--- src/rtl/alrdwr_pkg.sv ---
// rtl/alrdwr_pkg.sv - shared helpers for the AL read/write N-to-1 mux and its arbiters.
// Honours ALRDWR_MUX_ID_TAG_EN when sizing the target-side ID.
package alrdwr_pkg;

`ifdef ALRDWR_MUX_ID_TAG_EN
  localparam bit ID_TAG_EN = 1'b1;
`else
  localparam bit ID_TAG_EN = 1'b0;
`endif

  function automatic int m_id_width(input int id_w, input int sc_bits);
    return id_w + (ID_TAG_EN ? sc_bits : 0);
  endfunction

  function automatic int rr_next(input int idx, input int count);
    return (idx >= count - 1) ? 0 : idx + 1;
  endfunction

  // First set request at or after ptr, wrapping; returns ptr when nothing is requested.
  function automatic int rr_first(input logic [31:0] req, input int ptr, input int count);
    int idx;
    rr_first = ptr;
    for (int k = count - 1; k >= 0; k--) begin
      idx = ptr + k;
      if (idx >= count) idx = idx - count;
      if (req[idx]) rr_first = idx;
    end
  endfunction

endpackage

--- src/rtl/al_rr_arbiter.sv ---
// rtl/al_rr_arbiter.sv - round-robin arbiter with combinational grant and stall lock.
module al_rr_arbiter
  import alrdwr_pkg::*;
#(
  parameter int N  = 2,
  parameter int IW = $clog2(N)
)(
  input  logic          clk,
  input  logic          rst_n,
  input  logic [N-1:0]  req,
  input  logic          ready,
  output logic [IW-1:0] gnt,
  output logic          gnt_valid,
  output logic          hs
);

  logic [IW-1:0] ptr_q, ptr_d, lock_idx_q, lock_idx_d;
  logic          lock_q, lock_d;

  always_comb begin
    if (lock_q) begin
      gnt       = lock_idx_q;
      gnt_valid = req[lock_idx_q];
    end else begin
      gnt       = IW'(rr_first(32'(req), int'(ptr_q), N));
      gnt_valid = |req;
    end
    hs = gnt_valid & ready;

    ptr_d      = ptr_q;
    lock_d     = lock_q;
    lock_idx_d = lock_idx_q;
    // A stalled grant is pinned so a newly raised valid cannot change the payload.
    if (hs) begin
      ptr_d  = IW'(rr_next(int'(gnt), N));
      lock_d = 1'b0;
    end else begin
      lock_d     = gnt_valid;
      lock_idx_d = gnt;
    end
  end

  always_ff @(posedge clk or negedge rst_n) begin
    if (!rst_n) begin
      ptr_q      <= '0;
      lock_q     <= 1'b0;
      lock_idx_q <= '0;
    end else begin
      ptr_q      <= ptr_d;
      lock_q     <= lock_d;
      lock_idx_q <= lock_idx_d;
    end
  end

endmodule

--- src/rtl/alrdwr_mux_arb.sv ---
// rtl/alrdwr_mux_arb.sv - N-to-1 AL initiator mux with round-robin W/AR arbitration and R routing.
// ALRDWR_MUX_ID_TAG_EN: tag AR IDs with the port index and route R by ID instead of an in-order FIFO.
module alrdwr_mux_arb
  import alrdwr_pkg::*;
#(
  parameter int DATA_BITS        = 2,
  parameter int DATA_WIDTH       = 8 << DATA_BITS,
  parameter int ADDR_WIDTH       = 16,
  parameter int ID_WIDTH         = 1,
  parameter int SLAVE_COUNT      = 2,
  parameter int SLAVE_COUNT_BITS = $clog2(SLAVE_COUNT),
  parameter int RD_OUTSTANDING   = 4,
  parameter int M_ID_WIDTH       = m_id_width(ID_WIDTH, SLAVE_COUNT_BITS)
)(
  input  logic                                           clk,
  input  logic                                           rst_n,
  input  logic [SLAVE_COUNT*(ADDR_WIDTH-DATA_BITS)-1:0]  sn_al_waddr,
  input  logic [SLAVE_COUNT*DATA_WIDTH-1:0]              sn_al_wdata,
  input  logic [SLAVE_COUNT-1:0]                         sn_al_wvalid,
  input  logic [SLAVE_COUNT*ID_WIDTH-1:0]                sn_al_wid,
  output logic [SLAVE_COUNT-1:0]                         sn_al_wready,
  input  logic [SLAVE_COUNT*(ADDR_WIDTH-DATA_BITS)-1:0]  sn_al_araddr,
  input  logic [SLAVE_COUNT-1:0]                         sn_al_arvalid,
  input  logic [SLAVE_COUNT*ID_WIDTH-1:0]                sn_al_arid,
  output logic [SLAVE_COUNT-1:0]                         sn_al_arready,
  output logic [SLAVE_COUNT*DATA_WIDTH-1:0]              sn_al_rdata,
  output logic [SLAVE_COUNT-1:0]                         sn_al_rvalid,
  output logic [SLAVE_COUNT*ID_WIDTH-1:0]                sn_al_rid,
  input  logic [SLAVE_COUNT-1:0]                         sn_al_rready,
  output logic [ADDR_WIDTH-DATA_BITS-1:0]                m_al_waddr,
  output logic [DATA_WIDTH-1:0]                          m_al_wdata,
  output logic                                           m_al_wvalid,
  output logic [ID_WIDTH-1:0]                            m_al_wid,
  input  logic                                           m_al_wready,
  output logic [ADDR_WIDTH-DATA_BITS-1:0]                m_al_araddr,
  output logic                                           m_al_arvalid,
  output logic [M_ID_WIDTH-1:0]                          m_al_arid,
  input  logic                                           m_al_arready,
  input  logic [DATA_WIDTH-1:0]                          m_al_rdata,
  input  logic                                           m_al_rvalid,
  input  logic [M_ID_WIDTH-1:0]                          m_al_rid,
  output logic                                           m_al_rready,
  output logic                                           rd_err
);

  localparam int AW = ADDR_WIDTH - DATA_BITS;
  localparam int N  = SLAVE_COUNT;
  localparam int IW = SLAVE_COUNT_BITS;
  localparam int CW = $clog2(RD_OUTSTANDING) + 1;

  logic [IW-1:0] w_gnt, ar_gnt;
  logic          w_val, w_hs, ar_val, ar_hs;
  logic [N-1:0]  ar_ok;
  logic          r_err;
  logic          rd_err_q, rd_err_d;

  // Gating requests with rst_n keeps every valid/ready low while reset is asserted.
  al_rr_arbiter #(.N(N), .IW(IW)) u_w_arb (
    .clk(clk), .rst_n(rst_n), .req(sn_al_wvalid & {N{rst_n}}), .ready(m_al_wready),
    .gnt(w_gnt), .gnt_valid(w_val), .hs(w_hs)
  );

  al_rr_arbiter #(.N(N), .IW(IW)) u_ar_arb (
    .clk(clk), .rst_n(rst_n), .req(sn_al_arvalid & ar_ok & {N{rst_n}}), .ready(m_al_arready),
    .gnt(ar_gnt), .gnt_valid(ar_val), .hs(ar_hs)
  );

  assign m_al_wvalid   = w_val;
  assign m_al_waddr    = sn_al_waddr[w_gnt*AW +: AW];
  assign m_al_wdata    = sn_al_wdata[w_gnt*DATA_WIDTH +: DATA_WIDTH];
  assign m_al_wid      = sn_al_wid[w_gnt*ID_WIDTH +: ID_WIDTH];
  assign sn_al_wready  = w_hs ? (N'(1) << w_gnt) : '0;
  assign m_al_arvalid  = ar_val;
  assign m_al_araddr   = sn_al_araddr[ar_gnt*AW +: AW];
  assign sn_al_arready = ar_hs ? (N'(1) << ar_gnt) : '0;
  assign sn_al_rdata   = {N{m_al_rdata}};
  assign sn_al_rid     = {N{m_al_rid[ID_WIDTH-1:0]}};

`ifdef ALRDWR_MUX_ID_TAG_EN
  logic [CW-1:0] cnt_q [N];
  logic [CW-1:0] cnt_d [N];
  logic [IW-1:0] r_idx;
  logic          r_ok, r_hs;

  assign m_al_arid = {ar_gnt, sn_al_arid[ar_gnt*ID_WIDTH +: ID_WIDTH]};
  assign r_idx     = m_al_rid[M_ID_WIDTH-1 -: IW];
  assign r_ok      = int'(r_idx) < N;
  assign r_hs      = m_al_rvalid & m_al_rready & r_ok;

  always_comb begin
    sn_al_rvalid = '0;
    m_al_rready  = 1'b0;
    r_err        = 1'b0;
    if (rst_n && m_al_rvalid) begin
      if (!r_ok) begin
        m_al_rready = 1'b1;
        r_err       = 1'b1;
      end else begin
        sn_al_rvalid[r_idx] = 1'b1;
        m_al_rready         = sn_al_rready[r_idx];
      end
    end
  end

  always_comb begin
    for (int i = 0; i < N; i++) begin
      ar_ok[i] = cnt_q[i] != CW'(RD_OUTSTANDING);
      cnt_d[i] = cnt_q[i] + CW'(ar_hs && (ar_gnt == IW'(i)))
                          - CW'(r_hs && (r_idx == IW'(i)) && (cnt_q[i] != '0));
    end
  end

  always_ff @(posedge clk or negedge rst_n) begin
    if (!rst_n) begin
      for (int i = 0; i < N; i++) cnt_q[i] <= '0;
    end else begin
      for (int i = 0; i < N; i++) cnt_q[i] <= cnt_d[i];
    end
  end
`else
  localparam int PW = $clog2(RD_OUTSTANDING);

  logic [IW-1:0] tag_q [RD_OUTSTANDING];
  logic [IW-1:0] tag_d [RD_OUTSTANDING];
  logic [PW-1:0] wr_q, wr_d, rd_q, rd_d;
  logic [CW-1:0] cnt_q, cnt_d;
  logic          empty, full, pop;

  assign empty     = cnt_q == '0;
  assign full      = cnt_q == CW'(RD_OUTSTANDING);
  assign ar_ok     = {N{~full}};
  assign m_al_arid = sn_al_arid[ar_gnt*ID_WIDTH +: ID_WIDTH];
  assign pop       = m_al_rvalid & m_al_rready & ~empty;

  // Data arriving with no outstanding tag is drained and flagged rather than stalling the target.
  always_comb begin
    sn_al_rvalid = '0;
    m_al_rready  = 1'b0;
    r_err        = 1'b0;
    if (rst_n && m_al_rvalid) begin
      if (empty) begin
        m_al_rready = 1'b1;
        r_err       = 1'b1;
      end else begin
        sn_al_rvalid[tag_q[rd_q]] = 1'b1;
        m_al_rready               = sn_al_rready[tag_q[rd_q]];
      end
    end
  end

  always_comb begin
    tag_d = tag_q;
    if (ar_hs) tag_d[wr_q] = ar_gnt;
    wr_d  = wr_q + PW'(ar_hs);
    rd_d  = rd_q + PW'(pop);
    cnt_d = cnt_q + CW'(ar_hs) - CW'(pop);
  end

  always_ff @(posedge clk or negedge rst_n) begin
    if (!rst_n) begin
      for (int i = 0; i < RD_OUTSTANDING; i++) tag_q[i] <= '0;
      wr_q  <= '0;
      rd_q  <= '0;
      cnt_q <= '0;
    end else begin
      tag_q <= tag_d;
      wr_q  <= wr_d;
      rd_q  <= rd_d;
      cnt_q <= cnt_d;
    end
  end
`endif

  assign rd_err_d = rd_err_q | r_err;
  assign rd_err   = rd_err_q;

  always_ff @(posedge clk or negedge rst_n) begin
    if (!rst_n) rd_err_q <= 1'b0;
    else        rd_err_q <= rd_err_d;
  end

endmodule

--- config.mk ---
export PLATFORM = sky130hd
export DESIGN_NAME = alrdwr_mux_arb
export DESIGN_NICKNAME = d
export VERILOG_FILES = /design/src/rtl/alrdwr_pkg.sv /design/src/rtl/al_rr_arbiter.sv /design/src/rtl/alrdwr_mux_arb.sv
export SDC_FILE = /design/constraint.sdc
export NUM_CORES = 1
export LEC_CHECK = 0
export BUFFER_PORTS_ARGS = -buffer_cell sky130_fd_sc_hd__buf_2
export CAP_MARGIN = 20
export CORE_AREA = 5 5 117 119
export DETAILED_ROUTE_END_ITERATION = 6
export DIE_AREA = 0 0 122 124
export MAX_ROUTING_LAYER = met4
export PLACE_DENSITY = 0.62
export SLEW_MARGIN = 20
export SYNTH_ARGS = -nofsm -noshare
export SYNTH_HDL_FRONTEND = slang
export SYNTH_SLANG_ARGS = --single-unit
--- constraint.sdc ---
create_clock -name clk -period 4.1 [get_ports clk]
set_clock_uncertainty 0.15 [all_clocks]
set_input_delay 0.82 -clock clk [delete_from_list [all_inputs] [get_ports clk]]
set_output_delay 0.82 -clock clk [all_outputs]
set_load 0.02 [all_outputs]
======== After elaboration in Yosys (flattened, before gate mapping) ========
Cells that the tools add are included.
operators by class
  $add $sub $neg .......................... 12
  $mul .................................... 2
  equal/unequal tests ..................... 1
  reductions and logical operators ........ 6
  bitwise operators ....................... 12
  order comparisons ....................... 17
  mux-type cells .......................... 54
  shifts and indexed selects .............. 7
operator list
  operator                 count
  $mux W32                 8
  $lt A32 B7 Y1 const B    4
  $ge A32 B3 Y1 const B    2
  $shiftx A64 B7 Y32       1
  $sub A32 B3 Y32 const B  2
  $shiftx A28 B6 Y14       2
  $mux W1                  34
  $bmux W1 S5              4
  $mul A1 B3 Y4 const B    2
  $mux W2                  4
  $and A2 B2 Y2            3
  $ge A3 B3 Y1 const B     2
  $lt A1 B2 Y1 const B     3
  $not A2 Y3               2
  $sub A1 B2 Y3 const B    2
  $add A1 B1 Y2 const B    2
  $add A2 B1 Y2            2
  $and A1 B1 Y1            4
  $bwmux W4                1
  $ge A1 B2 Y1 const B     2
  $reduce_or A2 Y1         2
  $shiftx A2 B2 Y1         2
  $shl A1 B1 Y2 const A    2
  $add A3 B1 Y3            1
  12 further kinds         18
storage, ports and cells
  register bits ........................... 18
  logic and storage cells ................. 125
  output and inout port bits .............. 138

======== Logic depth before layout (Yosys ltp) ========
  depth after elaboration ................. 12
  mapped depth ............................ 9
  gate-level depth less buffers ........... 8

======== Cells and area by module ========
Synthesis repeated with hierarchy kept, for this count alone.
unflattened totals
  cell total of the unflattened synthesis .. 240
  area, all modules ....................... 2324.7 um2
modules (own cells, without submodules)
  module          cells an instance  seq. area each (um2)  area each (um2)  times used
  alrdwr_mux_arb  196                300.3                 1906.8           1
  al_rr_arbiter   22                 75.1                  209.0            2

======== Worst setup path after synthesis ========
No wires, ideal clock.
  path type ............................... input to output
  start ................................... in rst_n
  end ..................................... out m_al_araddr[0]
  setup slack ............................. 1063 ps
  buffers on the path ..................... 2
  required time ........................... 3130 ps
  data arrival time ....................... 2067 ps
  cell stages on the path ................. 6
  cell sequence ........................... buf_2 inv_1 o31ai_2 a41oi_4 buf_6 mux2_4
on the way
  cells in the longest elaborated chain, start to end .. 9
RTL lines
  element                                     RTL line              source
  from (decl)                                 alrdwr_mux_arb.sv:16  input logic rst_n,
  $and A2 B2 Y2 *                             alrdwr_mux_arb.sv:64  .clk(clk), .rst_n(rst_n), .req(sn_al_arvalid & ar_ok & {N{rst_n}}), .ready(m_al_arready),
  $bmux W1 S5                                 alrdwr_pkg.sv:26      if (req[idx]) rr_first = idx;
  $mux W1 (implied by the code) (2 in a row)  alrdwr_pkg.sv:26
  $mux W1                                     alrdwr_pkg.sv:26
  $mux W1 *                                   alrdwr_pkg.sv:26
  $mux W1 *                                   al_rr_arbiter.sv:21   if (lock_q) begin
  $mul A1 B3 Y4 *                             alrdwr_mux_arb.sv:74  assign m_al_araddr = sn_al_araddr[ar_gnt*AW +: AW];
  $shiftx A28 B6 Y14 *                        alrdwr_mux_arb.sv:74
  to (decl)                                   alrdwr_mux_arb.sv:35  output logic [ADDR_WIDTH-DATA_BITS-1:0] m_al_araddr,
Mark *: on every way between the ends. The rest lies on a longest branch, timed or not. The select of a mux whose other input is x is not followed.

======== Worst setup path after layout ========
  start ................................... reg cnt_q[0]
  end ..................................... out m_al_araddr[13]
on the way
  cells in the longest elaborated chain, start to end .. 12
RTL lines
  element                                     RTL line               source
  from (decl)                                 alrdwr_mux_arb.sv:126  logic [CW-1:0] cnt_q, cnt_d;
  from (signal assigned)                      alrdwr_mux_arb.sv:169  cnt_q <= cnt_d;
  $eq A3 B3 Y1 *                              alrdwr_mux_arb.sv:130  assign full = cnt_q == CW'(RD_OUTSTANDING);
  $not A1 Y1 *                                alrdwr_mux_arb.sv:131  assign ar_ok = {N{~full}};
  $and A2 B2 Y2 * (2 in a row)                alrdwr_mux_arb.sv:64
  $bmux W1 S5                                 alrdwr_pkg.sv:26
  $mux W1 (implied by the code) (2 in a row)  alrdwr_pkg.sv:26
  $mux W1                                     alrdwr_pkg.sv:26
  $mux W1 *                                   alrdwr_pkg.sv:26
  $mux W1 *                                   al_rr_arbiter.sv:21
  $mul A1 B3 Y4 *                             alrdwr_mux_arb.sv:74
  $shiftx A28 B6 Y14 *                        alrdwr_mux_arb.sv:74
Marks and branches as above.

==> reports/metrics.csv <==
metric;value;unit
hold_violations;0;
dpl.cell_count;539;
yosys_warnings;0;
synthAdderAreaFrac;1.92;%
synth_xor_area_share;1.49;%
diodes;0;
critPathCaptureType;output pin;
period_needed;3530;ps
grt_usage;9.13;%
grt_pass1_wl;11000;µm
syn_to_final_growth;35.0;%
dp_hpwl;6820;µm
cp_data_required_time;3130;ps
synth_top_family_by_area;multiplexers;
final_util;25.4;%
syn_area;0.00235;mm²
layout-drive-gt1-share;77.6;%
muxShareOfSynthArea;39.1;%
crit_fanout;22;
cts-root-buf;clkbuf_16;
num_rows;41;
status;complete, no violations;
synthCells;232;
instances_no_fill;543;
finalSetupTns;0;ps
startpoint_type;flip-flop;
synth-simple-area-share;7.94;%
finalSetupViolCount;0;
power.total;1.78;mW
via_per_inst;3.92;
drt_first_pass_iters;5;
io_pins;306;
cts_num_sinks;18;
hp-start;rd_err;
yosysSeqAreaShare;19.2;%
rsz0062_at_grt;no;
synth.distinct_cells;36;
p_leak;1.66;nW
synth_compound_area_share;6.13;%
path_clk_slew;50;ps
yosys.area.top_type;mux2_2;
netlist_top_cells_area;mux2_2 (26%), buf_4 (21%), dfrtp_1 (19%);
netlist.area_leader.share;26.4;%
clockBufferDepth;2;
grt_pass1_vias;2249;
drc;0;
power_density;562;mW/mm²
die_area;0.0151;mm²
final_common_cell;buf_2;
drt-total-wl;7680;µm
nNetsFinal;543;
finalWeightedCongestion;0.803;
cts_tree;built;
cts-htree-levels;1;
grt.overflow.total;0;
die_h;124;µm
hold_buffers;0;
post_cts_buffers;0;
numCtsBuffers;3;
worstSkewPairLatency;250;ps
core-area;0.0125;mm²
timing.fmax;283;MHz
crit_arrival;2560;ps
synth_nets;403;
die_width;122;µm
via_count;2130;
criticalPathCategory;reg -> out;
worst_pin_slew;892;ps
initial_utilization;18.8;%
drtIter0Drc;92;
avgSynthCellArea;10.1;µm²
cts_resized;0;
vdd_drop_max;0.158;mV
max_slew_margin;40.3;%
finalMaxSlewViolations;0;
antenna_found_initial;0;
port_buffers;206;
place_area;0.00308;mm²
max_cap_violations;0;
synth-seq-cells;18;
wl_per_cell;14.1;µm
min_path_type;reg -> reg;
rr_startpoint;rd_q[0];
period_share;86.1;%
startpoint;cnt_q[0];
grt_max_degree;52;
stdcell_area;0.00317;mm²
final_cell_mix;buf_2 (206), mux2_2 (55), dfrtp_1 (18);
ant_nets;0;
-- path summary, 6_finish.rpt --
kind | slack (ps) | cells after the start | end
setup / recovery | 570 | 5 | m_al_araddr[13]
hold / removal | 330 | 1 | rd_err
setup reg to reg | 1520 | 6 | cnt_q[2]
hold reg to reg | 330 | 1 | rd_err
max in group asynchronous | 3190 | 2 | rd_err
min in group asynchronous | 430 | 2 | u_ar_arb.lock_q
-- logic make-up (layout without fill, tap and decap cells) --
kind of cell    after synthesis  in the layout
buf+inv                      80            219
mux                          77             77
simple gates                 32             32
compound gates               18             18
flops                        18             18
xor+xnor                      4              4
fa+ha+maj                     3              3
-- through the flow --
| step | hold WS [ps] | worst slack [ps] |
|---|---|---|
| global route | 349 | 404 |
| detailed placement | 321 | 565 |
| floorplan | 337 | 1060 |
| CTS | 336 | 510 |
| global placement | 319 | 642 |
| finish | 330 | 568 |
-- registers in the layout (all words and copies together) (netlist names) --
| signal | cells |
|---|---|
| tag_q | 4 |
| u_ar_arb.lock_q | 1 |
| u_ar_arb.lock_idx_q | 1 |
| rd_err | 1 |
| u_w_arb.lock_q | 1 |
| cnt_q | 3 |
| u_w_arb.lock_idx_q | 1 |
| u_w_arb.ptr_q | 1 |
| wr_q | 2 |
| rd_q | 2 |
| u_ar_arb.ptr_q | 1 |
-- layout make-up --
| class | instances | area (µm²) |
|---|---|---|
| repair buffers | 209 | 1070 |
| well taps | 172 | 215 |
| flip-flops and latches | 18 | 450 |
| multi-input cells | 134 | 1330 |
| clock buffers | 4 | 88.8 |
| fillers | 1357 | 9300 |
| inverters | 6 | 22.5 |
-- metal layers --
| metal | wire (µm) | up-vias | GRT usage (%) |
|---|---|---|---|
| li1 | - | 1026 | - |
| met1 | 3070 | 994 | 11.6 |
| met2 | 3940 | 93 | 14.1 |
| met3 | 571 | 17 | 3.09 |
| met4 | 94 | 0 | 2.17 |
| met5 | 0 | - | - |
-- where the power goes --
part	internal, mW	leakage [nW]	switching [mW]
logic	0.587	1.40	0.632
registers	0.262	0.212	0.0869
clock network	0.148	0.0442	0.0665
total	0.998	1.66	0.786
-- worst max-delay path: stages, from the launching register on --
cell and delay (ps):
dfrtp_1 420, nor3b_1 400, o31ai_2 140, a41oi_4 780, mux2_2 410, buf_2 160
-- Yosys cell counts, drive strengths merged --
cell type	n
xor2	3
mux4	1
inv	6
xnor2	1
fa	1
a21oi	5
buf	74
a41oi	1
nand4b	3
nand2b	1
dfrtp	18
or3b	1
o2111a	1
and3	1
nand3	2
nor2	9
or3	1
o21bai	1
mux2i	8
a31oi	2
o21ai	4
ha	2
or4	1
nor3b	2
a22oi	1
nand2	5
o31ai	2
nor2b	5
mux2	68
nand4	1
o211ai	1
Power figures use the tool's default switching activity.
